**src/rtl/led_pulse_stretcher_pkg.sv**
```systemverilog
// led_pulse_stretcher_pkg: shared state encoding and widths for the LED pulse stretcher
package led_pulse_stretcher_pkg;
  typedef enum logic [1:0] {IDLE = 2'd0, ON = 2'd1, OFF = 2'd2} state_t;
  localparam int PENDING_W = 4;
endpackage

```
**src/rtl/led_pulse_stretcher_tick_generator.sv**
```systemverilog
// tick_generator: one-cycle tick every TICK_THRESHOLD clocks, restartable to phase zero
module tick_generator #(
  parameter int TICK_THRESHOLD = 50
) (
  input  logic clk,
  input  logic reset_n,
  input  logic restart,
  output logic tick
);
  localparam int W = TICK_THRESHOLD > 1 ? $clog2(TICK_THRESHOLD) : 1;
  logic [W-1:0] count;
  assign tick = count == W'(TICK_THRESHOLD - 1);
  always_ff @(posedge clk or negedge reset_n)
    if (!reset_n) count <= '0;
    else count <= (restart || tick) ? '0 : count + W'(1);
endmodule

```
**src/rtl/led_pulse_stretcher.sv**
```systemverilog
// led_pulse_stretcher: turns event pulses into queued LED blinks with minimum on-time and dark gap
module led_pulse_stretcher
  import led_pulse_stretcher_pkg::*;
#(
  parameter int TICK_THRESHOLD = 50,
  parameter int ON_TICKS       = 8,
  parameter int OFF_TICKS      = 4,
  parameter int MAX_PENDING    = 7
) (
  input  logic                 clk,
  input  logic                 reset_n,
  input  logic                 enable,
  input  logic                 eventIn,
  output logic                 ledOut,
  output logic                 busy,
  output logic [PENDING_W-1:0] pending,
  output logic                 overflow
);
  state_t state, nextState;
  logic eventD, tick, restart, phaseDone, accept, startBlink, incOk;
  logic [3:0] phase;
  assign accept     = enable && eventIn && !eventD;
  assign phaseDone  = tick && phase == (state == ON ? 4'(ON_TICKS - 1) : 4'(OFF_TICKS - 1));
  assign restart    = !enable || nextState != state;
  assign startBlink = nextState == ON && state != ON;
  assign incOk      = accept && (pending != PENDING_W'(MAX_PENDING) || startBlink);
  tick_generator #(.TICK_THRESHOLD(TICK_THRESHOLD)) uTick (
    .clk(clk), .reset_n(reset_n), .restart(restart), .tick(tick)
  );
  always_ff @(posedge clk or negedge reset_n)
    if (!reset_n) state <= IDLE;
    else state <= nextState;
  always_comb
    nextState = !enable ? IDLE
              : state == IDLE ? (pending != '0 ? ON : IDLE)
              : !phaseDone ? state
              : state == ON ? OFF
              : pending != '0 ? ON : IDLE;
  always_comb begin
    ledOut = state == ON;
    busy   = state != IDLE;
  end
  // a start and an accepted event in the same cycle cancel, so the queue never wraps
  always_ff @(posedge clk or negedge reset_n)
    if (!reset_n) begin
      eventD   <= 1'b0;
      phase    <= '0;
      pending  <= '0;
      overflow <= 1'b0;
    end else begin
      eventD   <= eventIn;
      phase    <= restart ? '0 : phase + 4'(tick);
      pending  <= !enable ? '0 : pending + PENDING_W'(incOk) - PENDING_W'(startBlink);
      overflow <= overflow | (accept && !incOk);
    end
endmodule

```
**config.mk**
```make
export PLATFORM = sky130hd
export DESIGN_NAME = led_pulse_stretcher
export DESIGN_NICKNAME = d
export VERILOG_FILES = /design/src/rtl/led_pulse_stretcher_pkg.sv /design/src/rtl/led_pulse_stretcher_tick_generator.sv /design/src/rtl/led_pulse_stretcher.sv
export SDC_FILE = /design/constraint.sdc
export NUM_CORES = 1
export LEC_CHECK = 0
export CAP_MARGIN = 40
export CORE_MARGIN = 5
export CORE_UTILIZATION = 40
export CTS_CLUSTER_SIZE = 14
export DETAILED_ROUTE_END_ITERATION = 10
export GPL_TIMING_DRIVEN = 0
export PLACE_DENSITY = 0.66
export SLEW_MARGIN = 10
export SYNTH_ARGS = -nofsm -noshare
export SYNTH_HDL_FRONTEND = slang
export SYNTH_HIERARCHICAL = 1
export SYNTH_SLANG_ARGS = --single-unit
```
**constraint.sdc**
```tcl
create_clock -name clk -period 3.25 [get_ports clk]
set_input_delay 0.325 -clock clk [delete_from_list [all_inputs] [get_ports clk]]
set_output_delay 0.325 -clock clk [all_outputs]
set_load 0.005 [all_outputs]
```
==> Word level (Yosys, flattened, before mapping) <==
Cells that the tools add are included.
{ "word_totals": {"ff_bits": 18, "output_inout_bits": 7, "elab_cells": 42} }
{ "classes": {"n_addsub": 4, "eq_ne": 7, "mux": 9, "bitwise": 1, "n_reduce_logical": 15} }
{ "op_table": {"columns": ["operator", "n"], "rows": [
  ["$add 4x1->4", 2],
  ["$mux 2", 4],
  ["$mux 4", 2],
  ["$add 6x1->6 const B", 1],
  ["$eq 6x6->1 const B", 1],
  ["$logic_and 1x1->1", 6],
  ["$mux 6", 1],
  ["$eq 2x1->1 const B", 2],
  ["$eq 4x3->1", 1],
  ["$ne 4x3->1 const B", 1],
  ["$reduce_bool 4->1", 1],
  ["$sub 4x1->4", 1],
  ["$logic_not 1->1", 3],
  ["$logic_or 1x1->1", 3],
  ["$mux 3", 1],
  ["$logic_not 2->1", 1],
  ["$ne 2x1->1 const B", 1],
  ["$ne 2x2->1", 1],
  ["$reduce_bool 2->1", 1],
  ["$mux 1", 1],
  ["$or 1x1->1", 1]
]} }

==> Depth between registers and ports, before layout <==
Gate-level depths: netlist of run 1.
{ "depth": {"ltp_word": 14, "ltp_mapped": 12, "mapped_depth_nobuf": 12} }

==> By module <==
Netlist of run 1, hierarchy kept.
{ "modules_own_cells": {"columns": ["mod", "n_inst", "cells_each", "area_each_um2", "seq_area_each_um2"], "rows": [
  ["led_pulse_stretcher", 1, 72, 730.7, 300.3],
  ["tick_generator", 1, 26, 281.5, 150.1]
]} }

==> Least setup slack after synthesis of run 1 <==
OpenSTA, ideal clock, no wires.
{ "synth_timing": {"kind": "reg-to-reg", "from": "reg uTick.count[1]", "to": "reg pending[3]", "setup_ns": 0.119, "arrival_time_ns": 2.302, "required_time_ns": 3.131, "setup_slack_ns": 0.829, "stages_incl_launch_ff": 13, "path_buffers": 0, "synth_period_minus_slack_ns": 2.421, "path_cell_list": "dfrtp_1 -> inv_1 -> ha_1 -> and4_1 -> and4b_1 -> nand3b_1 -> a21oi_2 -> o21ai_0 -> ha_1 -> a21o_1 -> a21oi_1 -> xor2_1 -> and2_1"} }
{ "synth_via": {"elab_chain_len": 12} }
{ "synth_rtl": {"columns": ["element", "line_no", "text"], "rows": [
  ["start: declaration", "led_pulse_stretcher_tick_generator.sv:11", "logic [W-1:0] count;"],
  ["start signal: assignment", "led_pulse_stretcher_tick_generator.sv:15", "else count <= (restart || tick) ? '0 : count + W'(1);"],
  ["$eq 6x6->1 (*)", "led_pulse_stretcher_tick_generator.sv:12", "assign tick = count == W'(TICK_THRESHOLD - 1);"],
  ["net tick", "led_pulse_stretcher.sv:20", "logic eventD, tick, restart, phaseDone, accept, startBlink, incOk;"],
  ["$logic_and 1x1->1 (*)", "led_pulse_stretcher.sv:23", "assign phaseDone = tick && phase == (state == ON ? 4'(ON_TICKS - 1) : 4'(OFF_TICKS - 1));"],
  ["$mux 2 (*)", "led_pulse_stretcher.sv:36", ": !phaseDone ? state"],
  ["$mux 2 (*)", "led_pulse_stretcher.sv:35", ": state == IDLE ? (pending != '0 ? ON : IDLE)"],
  ["$mux 2 (*)", "led_pulse_stretcher.sv:34", "nextState = !enable ? IDLE"],
  ["$eq 2x1->1 (*)", "led_pulse_stretcher.sv:25", "assign startBlink = nextState == ON && state != ON;"],
  ["$logic_and 1x1->1 (*)", "led_pulse_stretcher.sv:25", null],
  ["$logic_or 1x1->1", "led_pulse_stretcher.sv:26", "assign incOk = accept && (pending != PENDING_W'(MAX_PENDING) || startBlink);"],
  ["$logic_and 1x1->1", "led_pulse_stretcher.sv:26", null],
  ["$add 4x1->4", "led_pulse_stretcher.sv:53", "pending <= !enable ? '0 : pending + PENDING_W'(incOk) - PENDING_W'(startBlink);"],
  ["$sub 4x1->4 (*)", "led_pulse_stretcher.sv:53", null],
  ["$mux 4 (*)", "led_pulse_stretcher.sv:53", null],
  ["end signal: assignment", "led_pulse_stretcher.sv:53", null],
  ["end: declaration", "led_pulse_stretcher.sv:16", "output logic [PENDING_W-1:0] pending,"]
]} }
Mark *: on every way through the listed nets, which the timed path passes. The rest lies on a longest branch.

==> Worst setup path in the final report of run 1 <==
Ends and elaborated chain as after synthesis.

==> out/metrics.csv, run 1 <==
stage,metric,value,unit
pwr,p_int,0.4754,mW
yosys,synthTopCellsByArea,"dfrtp_1 (44%), ha_1 (11%), nor2_1 (5.6%)",
critical_path,ff2ff_path_depth,12,
run,maxCapViolations,0,
final_layout,stdcell_area,1191,sq um
grt,grt_antenna_before_repair,0,
place,postPlaceCellArea,1140,sq um
critical_path,rr_startpoint,uTick/count[1],
drt,ant_nets,0,
critical_path,worst_ep_required_time,3.49,ns
grt,grt_max_degree,19,
drt,wl_met1,810,um
drt,top_layer,met4,
pwr,clock_power_share,19.3,%
floorplan,die_area,3637,sq um
yosys,synth_cell_types,31,
critical_path,r2r_slack,0.57,ns
pwr,sw_frac_of_total,33.46,%
yosys,synth_edf_count,0,
pwr,p_leak,0.5397,nW
floorplan,die_x,60.31,um
drt,drtPass1Iterations,4,
cts,hold_buffers,0,
yosys,synth_top_area_share,44.50,%
pwr,powerDensity,599.8,nW/um^2
drt,routed_wl,1.826,mm
yosys,synth.most_common_cell,dfrtp_1,
floorplan,die_h,60.31,um
timing,worst_pin_slew,0.4147,ns
cts,cts_setup_buffers,0,
drt,dr_wl_met2,920,um
floorplan,core_area,2455,sq um
timing,max_freq,0.3738,GHz
timing,relSlewSlack,72.06,%
yosys,postSynth.asyncResetShare,100.0,%
pwr,p_seq_share,40.0,%
grt,grt_first_pass_wirelength,3.208,mm
grt,grt_usage,11.76,%
cts,clk_latency,0.29,ns
timing,fin_crit_sh,82.32,%
pwr,power.switching,0.2390,mW
outcome,status,"finished, final reports clean",
place,place_hpwl,1.401,mm
pwr,ir_drop,0.3580,mV
cts,clock_tree.buffer_depth,2,
timing,finalClockSkew,0.003374,ns
critical_path,crit_arrival,2.92,ns
min_path,hold_path.class,in -> async,
floorplan,start_util,41.23,%
critical_path,path_class,reg -> reg,
yosys,yosysSeqAreaShare,44.50,%
timing,setup_viol_count_final,0,
pwr,combinationalPowerShare,40.7,%
timing,hold_viol_final,0,
drt,wl_per_cell,12.86,um
yosys,ys.flop_type,dfrtp_1,
final_layout,final_nets,127,
timing,rsz0062_at_grt,false,
yosys,yosysTopAreaCell,dfrtp_1,
final_layout,insertedDiodeCount,0,
critical_path,cp-end-kind,register,
yosys,synth_area,1012,sq um
cts,htreeDepth,1,
timing,final-max-slew-violation-count,0,
yosys,syn_avg_cell_area,10.33,sq um
place,io_buffer_count,9,
critical_path,cp-start-kind,register,
timing,hold_ws,0.2437,ns
cts,cts_buffers,3,
drt,drc,0,
drt,wl_met3,82,um
yosys,synth_nets,112,
floorplan,rows,18,
grt,grt_overflow_total,0,
timing,setup_tns,0,ns
cts,clk_pin_slew,0.10,ns
cts,cts_tree,done,
floorplan,num_io_pins,11,
drt,num_vias,716,
drt,initialDrtViolationCount,44,
timing,finalCriticalPeriod,2.675,ns
yosys,yosys-top-cells-count,"dfrtp_1 (18), nor2_1 (15), ha_1 (9), inv_1 (9), xor2_1 (5)",
yosys,synth_cells,98,
critical_path,crit_fanout,3,
cts,root_buffer,clkbuf_4,
cts,cts_resized,0,
final_layout,area_growth,17.68,%
grt,grt_pass1_vias,727,
timing,timing.final.ws_setup,0.5747,ns
final_layout,drive_above_1_share,12.50,%
critical_path,reg2reg_to,pending[3],
cts,clock_sinks,18,
place,place_congestion,0.8235,
place,dp_slack,0.5763,ns
drt,vias_per_cell,5.042,
yosys,yosysWarnings,6,
yosys,ys_ff_latch,18,
-- through the flow --
step | total power [mW] | std cells | utilization, %
6_report | 0.7144 | 142 | 48.52
3_3_place_gp | 0.5702 | 137 | 46.43
4_1_cts | 0.7298 | 141 | 47.91
5_1_grt | 0.7793 | 142 | 48.52
3_5_place_dp | 0.5842 | 137 | 46.43
2_1_floorplan | 0.4813 | 98 | -
-- layout make-up --
type                    instances  area, sq um
plain buffers                   2        10.01
clock buffers                   4        36.28
fillers                       232         1264
inverters                       9        33.78
multi-input cells              69        518.0
flip-flops and latches         18        450.4
well taps                      30        37.54
repair buffers                 10        105.1
-- worst max-delay path, cell delays in order (launching register included) --
cell	delay, ns
dfrtp_1	0.42
inv_1	0.06
ha_1	0.16
and4_1	0.24
and4b_1	0.22
nand3b_1	0.14
a21oi_2	0.23
o21ai_0	0.21
ha_1	0.33
a21o_1	0.16
a21oi_1	0.17
xor2_1	0.15
and2_1	0.13
-- worst max path at each step --
stage,startpoint,endpoint,slack [ns],cells past startpoint
final,uTick/count[1],pending[3],0.57,12
after floorplan,uTick/count[1],pending[3],0.83,12
after global placement,uTick/count[1],pending[3],0.63,12
after detailed placement,uTick/count[1],pending[3],0.58,12
after CTS,uTick/count[1],pending[3],0.54,12
after global routing,uTick/count[1],pending[3],0.33,12
-- kinds of logic after synthesis --
logic type | share of synthesized area, %
adders and majority gates | 13.10
muxes | 0.9889
DFF | 44.50
buffers and inverters | 4.326
and+or+nand+nor | 18.54
xor gates and xnor gates | 6.057
AOI/OAI and AO/OA | 12.49
-- cell usage in the layout (no fill, tap or decap), drive strengths merged --
master,instances
a21o,1
o2bb2ai,1
a41o,1
or3,1
ha,9
dfrtp,18
buf,1
nand2,5
clkbuf,6
nand3b,1
nor3b,1
a2bb2oi,1
nand3,4
nand4b,1
mux2i,1
fa,1
and4b,1
o211ai,1
xor2,5
o41ai,1
and2,4
xnor2,2
clkdlybuf4s50,9
or3b,1
o21ai,4
and4,1
inv,9
nor2,15
a21oi,5
o21a,1
-- flip-flops by register name (all words and copies together), names as in the netlist --
signal       flops
pending          4
overflow         1
eventD           1
state            2
uTick/count      6
phase            4
-- power groups by stage --
stage / clock network (mW) / logic (mW) / registers [mW]
after floorplan: 0 / 0.194 / 0.287
after global placement: 0 / 0.281 / 0.289
after detailed placement: 0 / 0.294 / 0.290
after CTS: 0.147 / 0.297 / 0.286
after global routing: 0.156 / 0.331 / 0.292
final: 0.138 / 0.291 / 0.286
-- metal layers --
metal / track usage (%) / vias up
li1: - / 360
met1: 14.57 / 345
met2: 19.91 / 9
met3: 4.320 / 2
met4: 1.899 / 0
met5: 0 / -
No activity file was read; power rests on OpenSTA's default activity.
==> inputs of run 2 (changes only) <==
Clock period 3.25 ns to 2.5 ns, I/O delays scaled along.
==> out/metrics.csv, run 2 (same netlist as run 1, synthesis figures left out) <==
stage,metric,value,unit
outcome,status,"finished, final reports clean",
final_layout,final_nets,134,
cts,cts_tree,done,
cts,root_buffer,clkbuf_4,
pwr,p_int,0.6481,mW
pwr,powerDensity,776.8,nW/um^2
timing,max_freq,0.4009,GHz
grt,grt_overflow_total,0,
pwr,report.power.total,0.9778,mW
cts,hold_buffers,0,
drt,ant_nets,0,
drt,initialDrtViolationCount,34,
cts,clock_sinks,18,
pwr,clock_power_share,18.4,%
floorplan,core_area,2455,sq um
min_path,hold_path.class,in -> async,
timing,relSlewSlack,83.24,%
final_layout,drive_above_1_share,21.85,%
critical_path,cpMostUsedCell,ha_2,
critical_path,critical_path.cell_chain,inv_1 > ha_2 > and4_4 > and4b_1 > nand3b_1 > a21oi_2 > mux2i_1 > ha_2 > fa_1 > xor2_1 > and2_1,
critical_path,worst-path-buf-inv,1,
final_layout,regMostFlops,uTick/count,
timing,finalCriticalPeriod,2.495,ns
floorplan,die_area,3637,sq um
drt,drtPass1Iterations,4,
cts,clk_pin_slew,0.10,ns
grt,grt_pass1_vias,788,
drt,vias_per_cell,5.094,
critical_path,cp-end-kind,register,
drt,wl_per_cell,13.34,um
grt,grt_max_degree,19,
final_layout,final_common_cell,dfrtp_1,
grt,grt_antenna_before_repair,0,
pwr,ir_drop,0.5393,mV
final_layout,area_growth,24.35,%
timing,finalClockSkew,0.004234,ns
run,maxCapViolations,0,
cts,clock_tree.buffer_depth,2,
floorplan,die_h,60.31,um
final_layout,fillers,229,
timing,rsz0062_at_grt,true,
pwr,p_leak,0.5739,nW
critical_path,max_stage_delay,0.39,ns
timing,final-max-slew-violation-count,0,
timing,setup_viol_count_final,0,
grt,grt_first_pass_wirelength,3.422,mm
cts,cts_buffers,3,
place,place_hpwl,1.401,mm
place,postPlaceCellArea,1140,sq um
critical_path,crit_arrival,2.69,ns
final_layout,reg.largest.list,"uTick/count: 6 flops, pending: 4 flops, phase: 4 flops",
critical_path,path_class,reg -> reg,
critical_path,cp-start-kind,register,
timing,hold_viol_final,0,
final_layout,stdcell_area,1259,sq um
floorplan,rows,18,
final_layout,largest_reg_flops,6,
grt,grt_usage,12.52,%
pwr,combinationalPowerShare,44.3,%
cts,clk_latency,0.29,ns
timing,fin_crit_sh,99.78,%
drt,num_vias,759,
critical_path,reg2reg_to,pending[2],
drt,routed_wl,1.987,mm
drt,drc,0,
critical_path,cp_top_family,adder cells,
floorplan,start_util,41.23,%
pwr,power.switching,0.3297,mW
cts,htreeDepth,1,
critical_path,cp_slowest_cell,dfrtp_1,
floorplan,die_x,60.31,um
critical_path,r2r_slack,0.005,ns
final_layout,insertedDiodeCount,0,
pwr,p_seq_share,37.4,%
critical_path,rr_startpoint,uTick/count[1],
place,place_congestion,0.8235,
final_layout,final_cell_mix,"dfrtp_1 (18), nor2_1 (15), inv_1 (9), clkdlybuf4s50_1 (9)",
pwr,sw_frac_of_total,33.72,%
critical_path,crit_fanout,3,
timing,worst_pin_slew,0.2486,ns
critical_path,worst_ep_required_time,2.70,ns
floorplan,num_io_pins,11,
critical_path,ff2ff_path_depth,11,
place,io_buffer_count,9,
-- run 2: final cells by class --
| class | instances | area [sq um] | area share, % |
|---|---|---|---|
| timing repair buffer | 17 | 157.7 | 12.52 |
| sequential | 18 | 450.4 | 35.79 |
| inverter | 9 | 33.78 | 2.684 |
| buffer | 2 | 10.01 | 0.7952 |
| multi-input combinational | 69 | 533.0 | 42.35 |
| clock buffer | 4 | 36.28 | 2.883 |
| tap | 30 | 37.54 | 2.982 |
-- run 2: worst max path at each step --
| stage | start | depth (start not counted) | endpoint |
|---|---|---|---|
| 3_5_place_dp | uTick/count[1] | 12 | pending[3] |
| 3_3_place_gp | uTick/count[1] | 12 | pending[3] |
| 2_1_floorplan | uTick/count[1] | 12 | pending[3] |
| 5_1_grt | uTick/count[1] | 10 | pending[1] |
| 6_report | uTick/count[1] | 11 | pending[2] |
| 4_1_cts | uTick/count[1] | 11 | pending[2] |
-- run 2: power by group through the flow --
stage	Sequential [mW]	Combinational [mW]	Clock (mW)
6_report	0.365	0.433	0.180
5_1_grt	0.375	0.484	0.203
4_1_cts	0.365	0.421	0.191
3_5_place_dp	0.378	0.382	0
3_3_place_gp	0.376	0.365	0
2_1_floorplan	0.373	0.252	0
-- run 2: layer usage --
metal  GRT usage (%)  vias up  part of all wire (%)
met5               0        -                     0
met4           3.797        0                  0.60
met3           4.320        2                   3.9
met2           20.99       11                    54
met1           15.11      373                    41
li1                -      373                     -
-- run 2: stage by stage --
step                      instances  setup TNS (ns)  utilization [%]  hold WS (ns)  setup slack [ns]
after floorplan                  98               0                -      -0.04559           0.07900
after global placement          137         -0.2169            46.43        0.4482           -0.1235
after detailed placement        137         -0.3350            46.43        0.4808           -0.1737
after CTS                       147               0            50.10        0.3025         0.0002220
after global routing            149         -0.4698            51.27        0.1662           -0.1637
final                           149               0            51.27        0.1734          0.005471
-- run 2: what timing repair did --
item | 4_1_cts | 5_1_grt
cloned | 0 | 0
setup endpoints to repair | 3 | 3
pin swaps | 1 | 1
buffers inserted | 6 | 1
resized for setup | 4 | 2
==> RTL edit 1: new RTL, flow settings as in run 1 <==
Make the reset (`reset_n`) synchronous in 3 clocked blocks.
--- a/src/rtl/led_pulse_stretcher_tick_generator.sv
+++ b/src/rtl/led_pulse_stretcher_tick_generator.sv
@@ -11,5 +11,5 @@
   logic [W-1:0] count;
   assign tick = count == W'(TICK_THRESHOLD - 1);
-  always_ff @(posedge clk or negedge reset_n)
+  always_ff @(posedge clk)
     if (!reset_n) count <= '0;
     else count <= (restart || tick) ? '0 : count + W'(1);
--- a/src/rtl/led_pulse_stretcher.sv
+++ b/src/rtl/led_pulse_stretcher.sv
@@ -28,5 +28,5 @@
     .clk(clk), .reset_n(reset_n), .restart(restart), .tick(tick)
   );
-  always_ff @(posedge clk or negedge reset_n)
+  always_ff @(posedge clk)
     if (!reset_n) state <= IDLE;
     else state <= nextState;
@@ -42,5 +42,5 @@
   end
   // a start and an accepted event in the same cycle cancel, so the queue never wraps
-  always_ff @(posedge clk or negedge reset_n)
+  always_ff @(posedge clk)
     if (!reset_n) begin
       eventD   <= 1'b0;
Behaviour: differs if reset_n is asserted again (counterexample within 4 cycles, from zero or initial values and one cycle with reset_n low); with reset_n held inactive, the same outputs for 10 cycles.
==> RTL edit 1 against run 1 <==
Design area down 4.0%. Wire length down 13%. Die area down 3.8%. Area after synthesis down 4.6%. Cell count down 2.1%. Worst setup slack worse by 0.20 ns. Sequential cell count unchanged. Via count down 0.70%. Clock skew down 0.0023 ns. Critical endpoint is now pending[1]$_SDFF_PN0_. Highest routed layer unchanged.
Power is not compared: it rests on default switching activity, and its combinational part moved more than twofold at a synthesized area within 25%.
==> RTL edit 1: results (changes against run 1) <==
Status
  • Status: finished, final reports clean

Route
  • Wire length on met2: 739 um (-20%)
  • Met3 wire len: 47 um (-43%)
  • Initial DRC count: 12 (-73%)
  • Drt via density: 5.115 (+1.4%)
  • DRT met1 WL: 768 um (-5.2%)

STA
  • Slew @ Worst Pin: 0.4553 ns (+0.04061 ns)
  • Worst Skew: 0.001060 ns (-0.002314 ns)

Final layout
  • Signal buf overhead: 8.753% (-0.91 points)
  • Multi-input logic area: 589.3 um2 (+14%)
  • Fraction of area in registers: 31.51% (-6.3 points)
  • Filler cells: 223 (-3.9%)
  • Nets: 126 (-0.79%)
  • Layout cell share with drive strength beyond 1: 14.41% (+1.9 points)
  • Inverters: 6 (-3)
  • Clk tree area frac: 3.173% (+0.13 points)
  • Bufs w/o clock: 10 (-2)
  • #MultiIn Comb: 73 (+5.8%)

Worst setup path
  • R2R Setup Slk: 0.38 ns (-0.20 ns)
  • Signal arrival time at the worst endpoint: 3.07 ns (+0.15 ns)
  • RR Startpoint: uTick/count[0]$_SDFF_PP0_
  • Max Fanout on Critical Path: 6 (+3)
  • Reg2reg end: pending[1]$_SDFF_PN0_

Global routing
  • Met1 usage: 12.79% (-1.8 points)
  • Met2 Use GR: 17.98% (-1.9 points)
  • Largest net degree at the start of global routing: 11 (-8)
  • Vias in the first global route: 713 (-1.9%)
  • Global-route wire length before repair: 2.898 mm (-9.7%)

Placement
  • Routability cong.: 0.7364 (-11%)
  • DP Area: 1101 um2 (-3.4%)
  • Post-DP HPWL: 1.276 mm (-8.9%)

Synth
  • Post-synthesis sequential area ratio: 37.31% (-7.2 points)
  • Syn nets: 111 (-0.89%)
  • Synth cell count leaders: dfxtp_1 (18), nor2_1 (12), ha_1 (9)
  • Unique cell type count in the Yosys netlist: 36 (+16%)
  • Async SR Flop Fraction: 0% (-100 points)
  • Most common cell in the netlist: dfxtp_1

Floorplanning
  • Die Footprint: 3498 um2 (-3.8%)

Worst hold path
  • Hold crit path type: flop to flop
[RTL edit 1: cell families (layout without fill, tap and decap cells)]
family / after synthesis / count (layout) / synth area share, %
AO/OA/AOI/OAI: 13 / 13 / 12.95
XOR/XNOR: 7 / 7 / 6.347
adder cells (fa/ha/maj): 10 / 10 / 13.73
buffers and inverters: 6 / 20 / 2.331
flip-flops: 18 / 18 / 37.31
AND/OR/NAND/NOR: 43 / 43 / 27.33
[RTL edit 1: critical path, stage by stage (launching register included)]
cell	delay (ns)
dfxtp_1	0.40
ha_1	0.17
nand2_1	0.11
nor4_2	0.34
nand4b_4	0.21
a2111oi_4	0.43
nand3_1	0.21
o21ai_1	0.13
ha_1	0.20
fa_1	0.40
and3_1	0.18
[RTL edit 1: worst min-delay path by stage]
stage               cells after the start           startpoint  slack [ns]                   to
global route                            2  overflow$_SDFF_PN0_        0.51  overflow$_SDFF_PN0_
detailed placement                      2  overflow$_SDFF_PN0_        0.47  overflow$_SDFF_PN0_
global placement                        2  overflow$_SDFF_PN0_        0.45  overflow$_SDFF_PN0_
floorplan                               2              reset_n        0.43  overflow$_SDFF_PN0_
finish                                  2  overflow$_SDFF_PN0_        0.48  overflow$_SDFF_PN0_
CTS                                     2  overflow$_SDFF_PN0_        0.49  overflow$_SDFF_PN0_
[RTL edit 1: stage by stage]
stage,total power [mW],utilization [%],instances,setup slack [ns]
2_1_floorplan,0.2962,-,97,0.4468
3_3_place_gp,0.3225,48.83,135,0.1765
3_5_place_dp,0.3235,48.83,135,0.1414
4_1_cts,0.4595,50.44,139,0.1211
5_1_grt,0.4846,50.72,139,0.1342
6_report,0.4529,50.72,139,0.3781
==> RTL edit 2: new RTL, settings of run 1 <==
Without the edit above. The package constant `PENDING_W` goes from 4 to 3.
--- a/src/rtl/led_pulse_stretcher_pkg.sv
+++ b/src/rtl/led_pulse_stretcher_pkg.sv
@@ -2,5 +2,5 @@
 package led_pulse_stretcher_pkg;
   typedef enum logic [1:0] {IDLE = 2'd0, ON = 2'd1, OFF = 2'd2} state_t;
-  localparam int PENDING_W = 4;
+  localparam int PENDING_W = 3;
 endpackage
 
Ports: changed (resized pending); port bits go from 11 to 10. The function was not compared with the original's and may differ.
==> RTL edit 2 against run 1 <==
Wire length fell by 11%. Total power is 9.5% lower. Worst hold slack improved by 0.22 ns. First-iteration DRC count down 84%. Worst setup slack worse by 0.23 ns. Area after synthesis decreased by 7.7%. Synthesized cell count fell by 11%. Non-clock buffer count fell by 2. Design area down 8.5%. Sequential cell count down 1. Critical endpoint is now pending[2]$_DFF_PN0_.
==> RTL edit 2: results (changes against run 1) <==
Final layout
  • Fraction of area in registers: 39.04% (+1.2 points)
  • Nets: 112 (-12%)
  • Clk_buf instances: 3 (-1)
  • Inverters: 4 (-5)
  • Filler cells: 211 (-9.1%)
  • Bufs w/o clock: 10 (-2)
  • Clk tree area frac: 2.755% (-0.29 points)
  • Multi-input logic area: 489.2 um2 (-5.6%)
  • Signal buf overhead: 8.726% (-0.94 points)
  • FF/Latch Area: 425.4 um2 (-5.6%)

Synth
  • Post-synthesis sequential area ratio: 45.52% (+1.0 points)
  • Syn Inst Count: 87 (-11%)
  • Syn nets: 98 (-13%)
  • Flops & latches, synth: 17 (-1)
  • Top cells by area, synth: dfrtp_1 (46%), ha_1 (8.0%), nor2_1 (3.2%)
  • Unique cell type count in the Yosys netlist: 36 (+16%)

Power and ir drop
  • Clk pwr share: 18.8% (-0.5 points)
  • Pleak: 0.4811 nW (-11%)
  • Comb power frac: 35.8% (-4.9 points)
  • Sw Share: 34.61% (+1.2 points)
  • Power per cell area: 593.6 nW/um2 (-1.0%)

Floorplanning
  • Core Box Area: 2212 um2 (-9.9%)

Worst setup path
  • Signal arrival time at the worst endpoint: 3.11 ns (+0.19 ns)
  • Max Fanout on Critical Path: 4 (+1)
  • R2R depth: 14 (+2)
  • Reg2reg end: pending[2]$_DFF_PN0_
  • R2R Setup Slk: 0.34 ns (-0.23 ns)

Placement
  • Post-DP HPWL: 1.219 mm (-13%)
  • DP Cell Count: 124 (-9.5%)
  • DP Area: 1060 um2 (-7.0%)
  • Routability cong.: 0.7397 (-10%)
  • DP Worst Slack: 0.3604 ns (-0.2159 ns)

Global routing
  • Met1 usage: 13.62% (-0.95 points)
  • All-Layer GR Usage: 11.59% (-0.17 points)
  • Met3 Use GR: 5.263% (+0.94 points)
  • Largest net degree at the start of global routing: 18 (-1)
  • Global-route wire length before repair: 2.953 mm (-7.9%)
  • Vias in the first global route: 661 (-9.1%)
  • Met2 Use GR: 18.66% (-1.2 points)

Status
  • Status: finished, final reports clean

Route
  • Initial DRC count: 7 (-84%)
  • Drt via density: 5.031 (-0.22%)
  • DRT met1 WL: 740 um (-8.6%)
  • Wire length on met2: 792 um (-14%)
  • Via count: 644 (-10%)
  • WL final: 1.632 mm (-11%)

STA
  • Slew @ Worst Pin: 0.7699 ns (+0.3552 ns)
  • Worst Skew: 0.006973 ns (+0.003599 ns)

Clocking
  • Root Buffer: clkbuf_4
-- RTL edit 2: cell types whose count changed after synthesis, sizes merged, moves of 3 or more --
cell    before  now
ha           9    6
inv          9    4
nand2b       0    3
nor2        15    8
nor3         0    3
-- RTL edit 2: critical path: cells and delay by family, from the launching register on --
kind / cells / cell delay [ns]
AOI/OAI and AO/OA: 1 / 0.25
xor gates and xnor gates: 2 / 0.27
adders and majority gates: 4 / 0.90
buffers and inverters: 3 / 0.17
DFF: 1 / 0.42
and+or+nand+nor: 4 / 0.78
-- RTL edit 2: how the worst max path moves through the flow --
| stage | from | endpoint | slack [ns] | depth (start not counted) |
|---|---|---|---|---|
| after CTS | uTick/count[1]$_DFF_PN0_ | pending[2]$_DFF_PN0_ | 0.33 | 14 |
| after global placement | uTick/count[1]$_DFF_PN0_ | pending[2]$_DFF_PN0_ | 0.43 | 14 |
| after detailed placement | uTick/count[1]$_DFF_PN0_ | pending[2]$_DFF_PN0_ | 0.36 | 14 |
| after floorplan | uTick/count[1]$_DFF_PN0_ | pending[2]$_DFF_PN0_ | 0.61 | 14 |
| final | uTick/count[1]$_DFF_PN0_ | pending[2]$_DFF_PN0_ | 0.34 | 14 |
| after global routing | uTick/count[1]$_DFF_PN0_ | pending[2]$_DFF_PN0_ | 0.13 | 14 |
-- RTL edit 2: cells by family (layout without fill, tap and decap cells) --
kind of cell | after synthesis | count (layout) | synth area share, %
xor+xnor | 6 | 6 | 5.624
compound gates | 16 | 16 | 12.58
fa+ha+maj | 7 | 7 | 10.17
flops | 17 | 17 | 45.52
simple gates | 36 | 36 | 23.96
buf+inv | 5 | 18 | 2.141
